`src/rtl/dmem_arbiter_if.sv`:
```
// -----------------------------------------------------------------------------
// dmem_arbiter_if
// Bundles the three sides of the data-memory arbiter into one interface:
//   CPU side   : run, cpu_req, cpu_wr, cpu_addr, cpu_wdata -> cpu_rdata, enable
//   Peripheral : per_req, per_addr -> per_gnt, per_rdata, per_rvalid
//   Memory     : mem_addr, mem_wr, mem_wdata -> mem_rdata (1-cycle read latency)
// Modports:
//   slave  - the arbiter itself
//   master - the environment (CPU datapath, peripheral and memory macro)
// -----------------------------------------------------------------------------
interface dmem_arbiter_if #(
    parameter int AW = 10,
    parameter int DW = 32
) ();
    logic          run;
    logic          cpu_req;
    logic          cpu_wr;
    logic [AW-1:0] cpu_addr;
    logic [DW-1:0] cpu_wdata;
    logic [DW-1:0] cpu_rdata;
    logic          enable;

    logic          per_req;
    logic [AW-1:0] per_addr;
    logic          per_gnt;
    logic [DW-1:0] per_rdata;
    logic          per_rvalid;

    logic [AW-1:0] mem_addr;
    logic          mem_wr;
    logic [DW-1:0] mem_wdata;
    logic [DW-1:0] mem_rdata;

    modport slave (
        input  run, cpu_req, cpu_wr, cpu_addr, cpu_wdata,
        input  per_req, per_addr,
        input  mem_rdata,
        output cpu_rdata, enable,
        output per_gnt, per_rdata, per_rvalid,
        output mem_addr, mem_wr, mem_wdata
    );

    modport master (
        output run, cpu_req, cpu_wr, cpu_addr, cpu_wdata,
        output per_req, per_addr,
        output mem_rdata,
        input  cpu_rdata, enable,
        input  per_gnt, per_rdata, per_rvalid,
        input  mem_addr, mem_wr, mem_wdata
    );
endinterface

```
`src/rtl/dmem_arbiter.sv`:
```
// -----------------------------------------------------------------------------
// dmem_arbiter
// Shares a single-port synchronous data memory (1-cycle read latency) between
// the CPU load/store path and a read-only peripheral port, and produces the
// CPU advance/commit enable.
//   - CPU store: committed in the cycle it is granted.
//   - CPU load : two stall cycles (IDLE grant, CPU_RD), commits in CPU_HOLD.
//   - Conflicts in IDLE are resolved round-robin; the CPU wins the first one.
//   - Peripheral reads return per_rvalid/per_rdata one cycle after per_gnt.
// Ports:
//   clk    - system clock
//   reset  - asynchronous, active-high reset
//   bus    - dmem_arbiter_if.slave (CPU, peripheral and memory signals)
//   stall_cnt, conflict_cnt - only when DMEM_STALL_COUNT_EN is defined
// Build option:
//   DMEM_STALL_COUNT_EN - adds stall_cnt (cycles with run=1 and enable=0)
//                         and conflict_cnt (IDLE cycles with both contenders).
// -----------------------------------------------------------------------------
module dmem_arbiter #(
    parameter int AW = 10,
    parameter int DW = 32
) (
    input  logic             clk,
    input  logic             reset,
    dmem_arbiter_if.slave    bus
`ifdef DMEM_STALL_COUNT_EN
    ,
    output logic [31:0]      stall_cnt,
    output logic [15:0]      conflict_cnt
`endif
);

    typedef enum logic [1:0] {
        S_IDLE     = 2'd0,
        S_CPU_RD   = 2'd1,
        S_CPU_HOLD = 2'd2
    } state_t;

    state_t        r_state;
    state_t        w_state_nxt;
    logic          r_last_cpu;      // 1: CPU won the last grant, 0: peripheral
    logic          w_last_cpu_nxt;

    logic          w_cpu_cont;
    logic          w_cpu_gnt;
    logic          w_per_gnt;
    logic          w_enable;
    logic          w_store;
    logic [AW-1:0] w_mem_addr;
    logic [DW-1:0] w_mem_wdata;

    logic [AW-1:0] r_mem_addr;
    logic [DW-1:0] r_mem_wdata;
    logic          r_per_rvalid_p1;
    logic [DW-1:0] r_per_rdata_p1;
    logic [DW-1:0] r_cpu_rdata_p1;

    // Next state, grants and enable. Everything is forced idle while reset is
    // high so the combinational outputs drop asynchronously with the registers.
    always_comb begin
        w_state_nxt    = r_state;
        w_last_cpu_nxt = r_last_cpu;
        w_cpu_cont     = 1'b0;
        w_cpu_gnt      = 1'b0;
        w_per_gnt      = 1'b0;
        w_enable       = 1'b0;
        if (!reset) begin
            case (r_state)
                S_IDLE: begin
                    w_cpu_cont = bus.cpu_req & bus.run;
                    if (w_cpu_cont && bus.per_req) begin
                        w_cpu_gnt = ~r_last_cpu;
                        w_per_gnt = r_last_cpu;
                    end else begin
                        w_cpu_gnt = w_cpu_cont;
                        w_per_gnt = bus.per_req;
                    end
                    if (w_cpu_gnt) begin
                        if (bus.cpu_wr) begin
                            w_enable = 1'b1;
                        end else begin
                            w_state_nxt = S_CPU_RD;
                        end
                    end else if (!w_cpu_cont) begin
                        w_enable = bus.run;
                    end
                end
                S_CPU_RD: begin
                    // Memory port is free while the load data comes back.
                    w_per_gnt   = bus.per_req;
                    w_state_nxt = S_CPU_HOLD;
                end
                S_CPU_HOLD: begin
                    // The still-asserted cpu_req belongs to this load; ignore it.
                    // Hold here while run is low so the loaded word is not lost.
                    w_per_gnt = bus.per_req;
                    w_enable  = bus.run;
                    if (bus.run) begin
                        w_state_nxt = S_IDLE;
                    end
                end
                default: begin
                    w_state_nxt = S_IDLE;
                end
            endcase
            if (w_cpu_gnt) begin
                w_last_cpu_nxt = 1'b1;
            end else if (w_per_gnt) begin
                w_last_cpu_nxt = 1'b0;
            end
        end
    end

    assign w_store     = w_cpu_gnt & bus.cpu_wr;
    assign w_mem_addr  = w_cpu_gnt ? bus.cpu_addr :
                         (w_per_gnt ? bus.per_addr : r_mem_addr);
    assign w_mem_wdata = w_store ? bus.cpu_wdata : r_mem_wdata;

    always_ff @(posedge clk or posedge reset) begin
        if (reset) begin
            r_state    <= S_IDLE;
            r_last_cpu <= 1'b0;
        end else begin
            r_state    <= w_state_nxt;
            r_last_cpu <= w_last_cpu_nxt;
        end
    end

    // p0 -> p1: address phase to data phase of the memory read
    always_ff @(posedge clk or posedge reset) begin
        if (reset) begin
            r_mem_addr      <= '0;
            r_mem_wdata     <= '0;
            r_per_rvalid_p1 <= 1'b0;
            r_per_rdata_p1  <= '0;
            r_cpu_rdata_p1  <= '0;
        end else begin
            r_mem_addr      <= w_mem_addr;
            r_mem_wdata     <= w_mem_wdata;
            r_per_rvalid_p1 <= w_per_gnt;
            if (r_per_rvalid_p1) begin
                r_per_rdata_p1 <= bus.mem_rdata;
            end
            if (r_state == S_CPU_RD) begin
                r_cpu_rdata_p1 <= bus.mem_rdata;
            end
        end
    end

    assign bus.enable     = w_enable;
    assign bus.per_gnt    = w_per_gnt;
    assign bus.mem_wr     = w_store;
    assign bus.mem_addr   = w_mem_addr;
    assign bus.mem_wdata  = w_mem_wdata;
    assign bus.cpu_rdata  = r_cpu_rdata_p1;
    assign bus.per_rvalid = r_per_rvalid_p1;
    // The returning word is forwarded in its valid cycle and held afterwards.
    assign bus.per_rdata  = r_per_rvalid_p1 ? bus.mem_rdata : r_per_rdata_p1;

`ifdef DMEM_STALL_COUNT_EN
    logic [31:0] r_stall_cnt;
    logic [15:0] r_conflict_cnt;

    always_ff @(posedge clk or posedge reset) begin
        if (reset) begin
            r_stall_cnt    <= '0;
            r_conflict_cnt <= '0;
        end else begin
            if (bus.run && !w_enable) begin
                r_stall_cnt <= r_stall_cnt + 32'd1;
            end
            if (w_cpu_cont && bus.per_req) begin
                r_conflict_cnt <= r_conflict_cnt + 16'd1;
            end
        end
    end

    assign stall_cnt    = r_stall_cnt;
    assign conflict_cnt = r_conflict_cnt;
`endif

endmodule

```
`src/flat_wrapper.sv`:
```
// flat-port wrapper written by rule: the top's interface ports become plain ports
module dmem_arbiter_flat 
#(
    parameter int AW = 10,
    parameter int DW = 32
)
  (clk, reset, bus_run, bus_cpu_req, bus_cpu_wr, bus_cpu_addr, bus_cpu_wdata, bus_per_req, bus_per_addr, bus_mem_rdata, bus_cpu_rdata, bus_enable, bus_per_gnt, bus_per_rdata, bus_per_rvalid, bus_mem_addr, bus_mem_wr, bus_mem_wdata);
  dmem_arbiter_if #(.AW(AW), .DW(DW)) bus_i ();
  input  logic clk;
  input  logic reset;
  input wire logic [$bits(bus_i.run)-1:0] bus_run;
  input wire logic [$bits(bus_i.cpu_req)-1:0] bus_cpu_req;
  input wire logic [$bits(bus_i.cpu_wr)-1:0] bus_cpu_wr;
  input wire logic [$bits(bus_i.cpu_addr)-1:0] bus_cpu_addr;
  input wire logic [$bits(bus_i.cpu_wdata)-1:0] bus_cpu_wdata;
  input wire logic [$bits(bus_i.per_req)-1:0] bus_per_req;
  input wire logic [$bits(bus_i.per_addr)-1:0] bus_per_addr;
  input wire logic [$bits(bus_i.mem_rdata)-1:0] bus_mem_rdata;
  output wire logic [$bits(bus_i.cpu_rdata)-1:0] bus_cpu_rdata;
  output wire logic [$bits(bus_i.enable)-1:0] bus_enable;
  output wire logic [$bits(bus_i.per_gnt)-1:0] bus_per_gnt;
  output wire logic [$bits(bus_i.per_rdata)-1:0] bus_per_rdata;
  output wire logic [$bits(bus_i.per_rvalid)-1:0] bus_per_rvalid;
  output wire logic [$bits(bus_i.mem_addr)-1:0] bus_mem_addr;
  output wire logic [$bits(bus_i.mem_wr)-1:0] bus_mem_wr;
  output wire logic [$bits(bus_i.mem_wdata)-1:0] bus_mem_wdata;
  assign bus_i.run = bus_run;
  assign bus_i.cpu_req = bus_cpu_req;
  assign bus_i.cpu_wr = bus_cpu_wr;
  assign bus_i.cpu_addr = bus_cpu_addr;
  assign bus_i.cpu_wdata = bus_cpu_wdata;
  assign bus_i.per_req = bus_per_req;
  assign bus_i.per_addr = bus_per_addr;
  assign bus_i.mem_rdata = bus_mem_rdata;
  assign bus_cpu_rdata = bus_i.cpu_rdata;
  assign bus_enable = bus_i.enable;
  assign bus_per_gnt = bus_i.per_gnt;
  assign bus_per_rdata = bus_i.per_rdata;
  assign bus_per_rvalid = bus_i.per_rvalid;
  assign bus_mem_addr = bus_i.mem_addr;
  assign bus_mem_wr = bus_i.mem_wr;
  assign bus_mem_wdata = bus_i.mem_wdata;
  dmem_arbiter #(.AW(AW), .DW(DW)) u_core (.clk(clk), .reset(reset), .bus(bus_i));
endmodule
```
`config.mk`:
```
export PLATFORM = sky130hd
export DESIGN_NAME = dmem_arbiter_flat
export DESIGN_NICKNAME = d
export VERILOG_FILES = /design/src/rtl/dmem_arbiter_if.sv /design/src/rtl/dmem_arbiter.sv /design/src/flat_wrapper.sv
export SDC_FILE = /design/constraint.sdc
export NUM_CORES = 1
export LEC_CHECK = 0
export ABC_AREA = 1
export ABC_CLOCK_PERIOD_IN_PS = 5300
export CAP_MARGIN = 0
export CORE_UTILIZATION = 40
export CTS_BUF_LIST = sky130_fd_sc_hd__clkbuf_8 sky130_fd_sc_hd__clkbuf_16
export DETAILED_ROUTE_END_ITERATION = 10
export GPL_ROUTABILITY_DRIVEN = 0
export PLACE_DENSITY = 0.77
export SLEW_MARGIN = 20
export SYNTH_ARGS = -nofsm -noshare
export SYNTH_HDL_FRONTEND = slang
export SYNTH_SLANG_ARGS = --single-unit
```
`constraint.sdc`:
```
create_clock -name clk -period 5.3 [get_ports clk]
set_input_delay 1.06 -clock clk [delete_from_list [all_inputs] [get_ports clk]]
set_output_delay 1.06 -clock clk [all_outputs]
set_load 0.02 [all_outputs]
```
==> flow_metrics.tcl <==
set metrics [dict create \
    grt_remaining_overflow 0 \
    synth_top_area_cell "dfrtp_1" \
    vias 3495 \
    synth_top_area_share_pct 61.7 \
    fin_setup_tns_ns 0 \
    portBuffers 199 \
    swShare_pct 38.5 \
    dieHeight_um 108 \
    cts.sinks 110 \
    path_clk_slew_ns 0.09 \
    nFillCells 874 \
    startpoint_type "input pin" \
    dieArea_sq_mm 0.0116 \
    r2r_cells 10 \
    yosysUniqueCellTypes 17 \
    grt_max_degree 57 \
    antennaDiodeCount 0 \
    synth.avg_cell_area_sq_um 11.1 \
    drt_pass1_iterations 4 \
    numCtsBuffers 9 \
    p_comb_share_pct 56.1 \
    cts_root_buf "clkbuf_8" \
    synth_xor_area_share_pct 0 \
    path_common_cell "nand2_1" \
    switchingPower_mw 1.63 \
    syn_inst 401 \
    grt_pass1_wl_mm 17.2 \
    synth-seq-cells 110 \
    fmax_ghz 0.210 \
    rsz0062_at_grt "no" \
    drv_slew 0 \
    die-width_um 108 \
    layout-drive-gt1-share_pct 13.5 \
    cpPeakStageDelay_ns 0.62 \
    yosys_warnings 0 \
    status "completed" \
    routed_wl_mm 10.9 \
    path_max_fanout 33 \
    drc_errors 0 \
    p_seq_share_pct 33.4 \
    detail-route-antenna-nets 0 \
    yosys-top-cells-area "dfrtp_1 62%, mux2_2 15%, nand2_1 12%" \
    wire_per_inst_um 14.7 \
    synth_compound_area_share_pct 0.561 \
    yosys.area_share.simple_pct 14.8 \
    fin_crit_ns 4.76 \
    critPathCaptureType "output port" \
    internal_power_mw 2.61 \
    htree_num_levels 3 \
    synth_adder_area_share_pct 1.40 \
    clockBufferDepth 2 \
    nNetsFinal 692 \
    pwr-share-clk_pct 10.5 \
    grt_usage_pct 19.2 \
    place_area_sq_mm 0.00656 \
    place_ws_ns 0.569 \
    worstHoldPathType "flip-flop to flip-flop" \
    crit_arrival_ns 3.70 \
    io_pins 200 \
    crit_chain "clkdlybuf4s50_1 > nor2_1 > nand2_1 > inv_2 > nand2_4 > clkinv_4 > nand2_1 > nand2_1 > clkdlybuf4s50_1" \
    setup_viol 0 \
    dp_hpwl_mm 8.03 \
    finalHoldViolations 0 \
    cellLeakagePower_nw 3.11 \
    finalCritPeriodShare_pct 89.8 \
    ys_seq_area_share_pct 61.7 \
    rows 38 \
    finClkSkew_ns 0.00669 \
    power.density_mw_per_mm2 632 \
    clock_latency_ns 0.36 \
    slowest_stage "clkdlybuf4s50_1" \
    power_mw 4.25 \
    synthMuxAreaShare_pct 16.2 \
    antenna_found_initial 0 \
    cts-resized-gates 0 \
    critical_path_class "input pin to output port" \
    peakVddDrop_uv 327 \
    initial_core_util_pct 41.1 \
    synth_area_sq_mm 0.00446 \
    viasPerCell 4.72 \
    cts_hold_buf 0 \
    drtIter0Drc 116 \
    crit_required_ns 4.24 \
    worst_hold_slack_ns 0.484 \
    grt_pass1_vias 3576 \
    hold_depth 2 \
    final.setup.worst_slack_ns 0.539 \
    cts_tree "built" \
    maxSlewHeadroom_pct 28.8 \
    synth.net_count 496 \
    synth_top_family_by_area "multiplexers" \
    postLayoutCellArea_sq_mm 0.00672 \
    worst_slew_pin_slew_ns 1.07 \
    postCtsSetupRepairBufs 0 \
    core_area_sq_mm 0.0108 \
    area_growth_pct 50.7 \
    cap_violations 0 \
]
cells by family (layout without fill, tap and decap cells):
group	after synthesis	in the layout
compound gates	5	5
buf+inv	51	251
mux	64	64
simple gates	166	166
fa+ha+maj	5	5
flops	110	110
power by group through the flow:
stage	sequential, mW	combinational, mW	clock [mW]
after floorplan	1.55	1.15	0
after global placement	1.42	2.36	0
after detailed placement	1.44	2.39	0
after CTS	1.42	2.40	0.464
after global routing	1.47	2.54	0.503
final	1.42	2.38	0.445
per-layer routing:
metal | part of all wire, % | global-route usage [%] | vias to the layer above
li1 | - | - | 1658
met1 | 43 | 23.8 | 1686
met2 | 48 | 32.2 | 140
met3 | 7.8 | 5.02 | 11
met4 | 1.5 | 7.05 | 0
met5 | 0 | 0 | -
through the flow:
stage | std cells | utilization [%]
after floorplan | 401 | -
after detailed placement | 726 | 60.5
final | 741 | 62.0
after global routing | 741 | 62.0
after CTS | 741 | 62.0
after global placement | 726 | 60.5
cells in the mapped netlist:
master	number
nand3_1	22
mux2_2	58
buf_2	14
nand2_1	140
inv_1	29
o21ai_0	3
a21oi_1	2
buf_6	3
mux2_1	6
inv_2	2
nand2_4	1
nor3b_1	1
clkbuf_1	2
nor2_1	2
ha_1	5
clkinv_4	1
dfrtp_1	110
final cells by class:
class	count	area, sq um	share of cell area, %
multi-input combinational	240	1470	21.9
clock inverter	5	28.8	0.428
clock buffer	10	138	2.05
sequential	110	2750	41.0
tap	140	175	2.61
inverter	32	128	1.90
timing repair buffer	204	2030	30.2
worst paths after layout:
path                                                 to                   from  slack (ns)
max in group asynchronous       u_core.bus.cpu_rdata[4]                  reset        2.78
worst min-delay path              u_core.r_mem_wdata[4]  u_core.r_mem_wdata[4]        0.48
min in group asynchronous          u_core.r_mem_addr[1]                  reset        1.37
worst max register to register   u_core.r_mem_wdata[21]      u_core.r_state[0]        2.94
worst max-delay path                  bus_mem_wdata[22]                  reset        0.54
worst min register to register    u_core.r_mem_wdata[4]  u_core.r_mem_wdata[4]        0.48
critical path, delay by kind of cell:
| family | cells | cell delay [ns] |
|---|---|---|
| buffers and inverters | 4 | 1.69 |
| AND/OR/NAND/NOR | 5 | 0.93 |
flip-flops by register name, summed over array words and instances, names as in the netlist:
name / cells
u_core.r_per_rdata_p1: 32
u_core.r_last_cpu: 1
u_core.r_mem_addr: 10
u_core.r_mem_wdata: 32
u_core.bus.per_rvalid: 1
u_core.r_state: 2
u_core.bus.cpu_rdata: 32
layout by cell type, fill, tap and decap left out:
cell             count
nand3_1             22
mux2_1               6
buf_4                5
nand2_1            140
clkdlybuf4s50_1    199
clkinv_2             1
clkbuf_8            10
nand2_4              1
nor2_1               2
clkinv_4             2
nor3b_1              1
ha_1                 5
mux2_2              58
inv_1               30
o21ai_0              3
a21oi_1              2
dfrtp_1            110
inv_2                2
inv_4                1
clkinvlp_4           1
Note: power is estimated with default switching activity, not from simulation.
